==> src/rtl/tff_count_ctrl.sv <==
// Start/stop modulo counter built from a bank of toggle flip-flops.
// A three-state sequencer derives the per-bit toggle enables from the current bank value.

module t_ff (
    input  logic clk,
    input  logic reset,
    input  logic t,
    output logic q
);
    always_ff @(posedge clk or posedge reset) begin
        if (reset)
            q <= 1'b0;
        else if (t)
            q <= ~q;
    end
endmodule

module tff_count_ctrl #(
    parameter int WIDTH = 4
) (
    input  logic             clk,
    input  logic             reset,
    input  logic             start,
    input  logic             stop,
    input  logic             dir,
    input  logic             one_shot,
    input  logic [WIDTH-1:0] limit,
    output logic [WIDTH-1:0] count,
    output logic             busy,
    output logic             done,
    output logic             wrap
);
    typedef enum logic [1:0] {IDLE, RUN, DONE} state_t;

    state_t           state, state_nxt;
    logic [WIDTH-1:0] lim_r;
    logic             dir_r, os_r;
    logic [WIDTH-1:0] term;
    logic [WIDTH-1:0] next_count;
    logic [WIDTH-1:0] t_vec;
    logic             cap;
    logic             wrap_nxt;

    always_ff @(posedge clk or posedge reset) begin
        if (reset) begin
            state <= IDLE;
            wrap  <= 1'b0;
        end else begin
            state <= state_nxt;
            wrap  <= wrap_nxt;
        end
    end

    // Run configuration is only meaningful once a start has been accepted.
    always_ff @(posedge clk) begin
        if (cap) begin
            lim_r <= limit;
            dir_r <= dir;
            os_r  <= one_shot;
        end
    end

    always_comb begin
        state_nxt  = state;
        next_count = count;
        cap        = 1'b0;
        wrap_nxt   = 1'b0;
        term       = dir_r ? lim_r : '0;
        case (state)
            IDLE: begin
                if (start) begin
                    cap        = 1'b1;
                    state_nxt  = RUN;
                    next_count = dir ? '0 : limit;
                end
            end
            RUN: begin
                if (stop) begin
                    state_nxt = IDLE;
                end else if (count == term) begin
                    if (os_r) begin
                        state_nxt = DONE;
                    end else begin
                        next_count = dir_r ? '0 : lim_r;
                        wrap_nxt   = 1'b1;
                    end
                end else begin
                    next_count = dir_r ? count + WIDTH'(1) : count - WIDTH'(1);
                end
            end
            DONE: state_nxt = IDLE;
            default: state_nxt = IDLE;
        endcase
        // The bank can only toggle, so any new value is expressed as a bit difference.
        t_vec = count ^ next_count;
    end

    for (genvar i = 0; i < WIDTH; i++) begin : g_bank
        t_ff u_tff (
            .clk  (clk),
            .reset(reset),
            .t    (t_vec[i]),
            .q    (count[i])
        );
    end

    assign busy = (state == RUN);
    assign done = (state == DONE);
endmodule

==> config.mk <==
export PLATFORM = sky130hd
export DESIGN_NAME = tff_count_ctrl
export DESIGN_NICKNAME = d
export VERILOG_FILES = /design/src/rtl/tff_count_ctrl.sv
export SDC_FILE = /design/constraint.sdc
export NUM_CORES = 1
export LEC_CHECK = 0
export BUFFER_PORTS_ARGS = -buffer_cell sky130_fd_sc_hd__clkbuf_2
export CORE_ASPECT_RATIO = 1.1
export CORE_MARGIN = 2
export CORE_UTILIZATION = 54
export CTS_BUF_LIST = sky130_fd_sc_hd__clkbuf_4 sky130_fd_sc_hd__clkbuf_8
export DETAILED_ROUTE_END_ITERATION = 10
export HOLD_SLACK_MARGIN = 0.02
export PLACE_DENSITY = 0.89
export RECOVER_POWER = 100
export SETUP_SLACK_MARGIN = 0.2
export SLEW_MARGIN = 20
export SYNTH_ARGS = -nofsm -noshare
export SYNTH_HDL_FRONTEND = slang
export SYNTH_SLANG_ARGS = --single-unit
==> constraint.sdc <==
create_clock -name clk -period 3.1 [get_ports clk]
set_clock_uncertainty 0.05 [all_clocks]
set_input_delay 0.155 -clock clk [delete_from_list [all_inputs] [get_ports clk]]
set_output_delay 0.155 -clock clk [all_outputs]
set_load 0.01 [all_outputs]
### Word-level counts from Yosys, hierarchy flattened

Index checks and enable logic that the tools add are counted.

* add/subtract/negate cells: 2
* bitwise logic cells: 5
* equality and inequality tests: 6
* reductions and logical operators: 2
* multiplexer cells: 20

Operators with widths (count)
* two-way mux 4 bit: 8
* two-way mux 2 bit: 4
* case mux 4 bit (2 select lines): 1
* two-way mux 1 bit: 6
* != test 3 x 2 -> 1 bit (second input constant): 2
* adder 4 x 1 -> 4 bit (second input constant): 1
* equality test 4 bit: 1
* NOT 1 bit: 4
* case mux 2 bit (2 select lines): 1
* subtractor 4 x 1 -> 4 bit (second input constant): 1
* XOR 4 bit: 1
* AND reduction 3 bit: 1
* equality test 2 x 1 -> 1 bit (second input constant): 1
* equality test 2 bit (second input constant): 1
* logical NOT 2 bit: 1
* != test 2 bit (second input constant): 1

* input port bits: 10
* output and inout port bits: 7
* register bits after elaboration: 13

### Depth between registers and ports, before layout

* word-level depth: 6
* gate-level depth with buffers: 9
* mapped depth without buffers: 8

### Cells and area by module

From an unflattened synthesis, not the netlist that was laid out.

* cells, all modules: 96
* area total of the unflattened synthesis: 938.4 sq um

Modules (own cells, without submodules)
* tff_count_ctrl: cells each 84, area each 788.3 sq um, instances 1
* t_ff: cells each 3, area each 37.5 sq um, instances 4

### Worst setup path after synthesis

No wires, ideal clock.

* path type: register to register
* start: register dir_r
* end: register g_bank[3].u_tff.q
* setup time: 0.104 ns
* setup slack: 1.331 ns
* data required time: 2.946 ns
* path buffers: 1
* stages on the path, launching flop included: 10
* arrival time: 1.615 ns
* cells stage by stage: edfxtp_1 -> buf_4 -> inv_1 -> ha_1 -> a21o_1 -> a21oi_1 -> xnor2_1 -> nor2_1 -> a21oi_1 -> a221oi_1

* word-level cells in the longest chain between the ends: 6
* elaborated cells between the ends (all ways): 9
* those cells by class: eq/ne (1); mux (7); bitwise (1)

RTL lines
* start, declared: RTL line 37 `logic dir_r, os_r;`
* start signal, assigned: RTL line 58 `dir_r <= dir;`
* two-way mux 4 bit, on equally long branches: RTL line 68, 84
* equality test 4 bit or two-way mux 4 bit (tied branches): RTL line 80, 81
* two-way mux 4 bit *: RTL line 80 `end else if (count == term) begin`
* two-way mux 4 bit *: RTL line 78 `if (stop) begin`
* case mux 4 bit (2 select lines) *: RTL line 69 `case (state)`
* XOR 4 bit *: RTL line 95 `t_vec = count ^ next_count;`
* end signal, assigned: RTL line 14 `q <= ~q;`
* end, declared: RTL line 8 `output logic q`

Every way passes the cells marked *; elsewhere a longest branch is shown, timed or not.
A chain may end at the register's enable or synchronous reset.

### Worst setup path after layout

* start: register dir_r
* end: register g_bank[1].u_tff.q

* word-level cells in the longest chain between the ends: 6
* elaborated cells between the ends (all ways): 9
* those cells by class: eq/ne (1); mux (7); bitwise (1)

RTL lines (RTL line)
* two-way mux 4 bit, on equally long branches: 68, 84
* equality test 4 bit or two-way mux 4 bit (tied branches): 80, 81
* two-way mux 4 bit *: 80
* two-way mux 4 bit *: 78
* case mux 4 bit (2 select lines) *: 69
* XOR 4 bit *: 95
* end signal, assigned: 14
* end, declared: 8

Marks and branches as above.

==> run_results.csv <==
group,metric,value,unit
route,drc_errors,0,
clock_network,cts_max_path_buffers,2,
synth,synthTopCellsByArea,"edfxtp_1 20%, dfrtp_1 19%, buf_4 4.9%",
die,start_util,0.580,
die,top_level_ports,17,
setup_path,crit_type,"reg2reg",
global_routing,grt_use_met2,0.367,
timing,setup-tns-final,0,ns
global_routing,grt_pass1_vias,761,
cells_and_area,fin_util,0.632,
synth,async_flop_share,0.538,
clock_network,cts_buffers,3,
die,dieArea,2040,um2
placement,dp_hpwl,1.49,mm
cells_and_area,antenna_cells,0,
global_routing,antenna_found_initial,0,
synth,syn_inst,96,
global_routing,gr-total-overflow,0,
route,first_pass_iters,4,
setup_path,worstPathArrival,2.33,ns
clock_network,clock-sinks,13,
synth,yosysWarningCount,0,
synth,synth-seq-area-share,0.389,
timing,setup_viol,0,
timing,finalHoldViolations,0,
setup_path,worstPathMaxFanout,10,
synth,synth_edf_count,6,
route,drt.antenna.violating_nets,0,
power_and_ir_drop,irDropWorstVdd,0.538,mV
run_status,status,"finished clean",
route,vias,790,
placement,portBuffers,16,
power_and_ir_drop,power_density,773,nW/um2
clock_network,clock_latency,0.27,ns
route,wl_per_cell,15.4,um
clock_network,post_cts_buffers,0,
power_and_ir_drop,p_leak,0.438,nW
route,drtIter0Drc,27,
global_routing,top_usage_layer,"met2",
clock_network,clk_pin_slew_worst_paths,0.07,ns
global_routing,grt_max_degree,11,
timing,worst_slack,0.905,ns
cells_and_area,syn_to_final_growth,8.89,%
cells_and_area,drive_gt1_frac,0.107,
synth,yosys_most_used_dff,"dfrtp_1",
timing,fin_crit,2.19,ns
placement,dp_slack,1.09,ns
global_routing,track_usage,0.218,
setup_path,crit_required,3.24,ns
timing,slew_violations,0,
clock_network,htree_num_levels,1,
global_routing,globalRouteMet1Util,0.256,
synth,syn_avg_cell_area,9.53,um2
worst_hold_path,hp-class,"in2reg",
synth,synth.most_common_cell,"nor2_1",
global_routing,grt.met3_usage,0.0385,
clock_network,cts_resized,0,
cells_and_area,num-nets-final,126,
die,die_h,47.2,um
route,drt-total-wl,1.99,mm
run,cap_violations,0,
synth,syn_area,915,um2
die,die_w,43.2,um
route,detail_route.vias_per_cell,6.12,
die,placementRows,15,
synth,synth.ff_latch_count,13,
timing,fmaxAchievable,0.456,GHz
die,core_area,1580,um2
synth,synth_nets,109,
synth,synth_cell_type_count,37,
timing,fin_crit_sh,0.708,
synth,synth_common_cells,"9 x nor2_1, 8 x inv_1, 7 x dfrtp_1, 6 x buf_4, 6 x edfxtp_1",
timing,fin_hold_ws,0.0439,ns
placement,gp_congestion,0.844,
timing,rsz0062_at_grt,"no",
synth,synthDominantCellAreaShare,0.197,
clock_network,cts_tree,"done",
global_routing,grt_pass1_wl,3.19,mm
synth,yosysTopAreaCell,"edfxtp_1",
setup_path,start_kind,"flip-flop",
timing,tightest_slew,0.762,ns
clock_network,root_buffer,"clkbuf_4",
setup_path,end_kind,"flip-flop",
timing,slew_headroom,0.492,
==> report_power, final <==
part	switching, W	leakage [nW]	internal [W]	total, W
Clock	0.0000501	0.0184	0.0000586	0.000109
Sequential	0.0000779	0.146	0.000223	0.000301
Combinational	0.000203	0.274	0.000157	0.000360
==> metal layers <==
| layer | up-vias | share of wire |
|---|---|---|
| met3 | 6 | 0.080 |
| met2 | 43 | 0.49 |
| met4 | 0 | 0.020 |
| met1 | 369 | 0.41 |
| li1 | 372 | - |
| met5 | - | 0 |
==> cell type report <==
type | count | area [um2]
clock buffers | 4 | 30.0
fillers | 143 | 581
inverters | 8 | 30.0
multi-input cells | 67 | 452
flip-flops and latches | 13 | 355
well taps | 17 | 21.3
repair buffers | 20 | 108
==> repair_timing <==
action	in CTS	in global routing
hold buffers	3	1
hold endpoints to repair	9	1
endpoints found under the setup margin	0	0
==> kinds of logic after synthesis <==
kind of cell               synth area share
AOI/OAI and AO/OA                     0.183
xor gates and xnor gates             0.0479
adders and majority gates            0.0492
buffers and inverters                0.0916
DFF                                   0.389
muxes                                0.0328
and+or+nand+nor                       0.207
==> registers in the layout, indices dropped and copies added, names as in the netlist <==
signal / count
wrap: 1
dir_r: 1
g_bank.u_tff.q: 4
os_r: 1
lim_r: 4
state: 2
==> cells in the final DEF (no fill, tap or decap) <==
cell type	instances
nor3b_1	2
a21oi_1	5
a32oi_1	1
a221o_1	1
nor2b_1	5
a21o_1	2
xor2_1	2
dlygate4sd3_1	4
nor2_1	9
nand2_1	4
nor4_1	1
nand4_1	2
clkbuf_2	6
inv_1	8
a22o_2	1
clkbuf_4	4
and3_1	1
ha_1	2
nand2b_1	1
nand3_1	4
nand3b_1	1
mux2i_1	3
nor3_1	2
nand4_2	1
fa_1	1
o21ai_0	6
dfrtp_1	7
a31oi_1	1
a41oi_1	1
o22ai_1	1
edfxtp_1	6
clkbuf_1	10
and4bb_1	1
a22oi_1	2
xnor2_1	3
a221oi_1	1
==> final timing paths <==
path,startpoint,end,slack [ns],cells after the start
worst min register to register,os_r$_DFFE_PP_,wrap$_DFF_PP0_,0.58,1
min in group asynchronous,reset,state[0]$_DFFE_PP0P_,0.30,3
worst max register to register,dir_r$_DFFE_PP_,g_bank[1].u_tff.q$_DFFE_PP0P_,0.91,6
max in group asynchronous,reset,g_bank[3].u_tff.q$_DFFE_PP0P_,2.48,3
worst max-delay path,dir_r$_DFFE_PP_,g_bank[1].u_tff.q$_DFFE_PP0P_,0.91,6
worst min-delay path,limit[0],lim_r[0]$_DFFE_PP_,0.04,1
==> worst max-delay path, stage by stage, from the launching register on <==
cell,delay (ns)
edfxtp_1,0.55
o21ai_0,0.15
nand3_1,0.12
a32oi_1,0.65
mux2i_1,0.33
nor4_1,0.07
nor3_1,0.19
==> stage by stage <==
stage | std cells | total power (W) | cell area [um2]
floorplan | 96 | 0.000605 | 915
global placement | 121 | 0.000657 | 962
detailed placement | 121 | 0.000681 | 962
CTS | 128 | 0.000793 | 1020
global route | 129 | 0.000822 | 996
finish | 129 | 0.000770 | 996
Note: power is estimated with default switching activity, not from simulation.
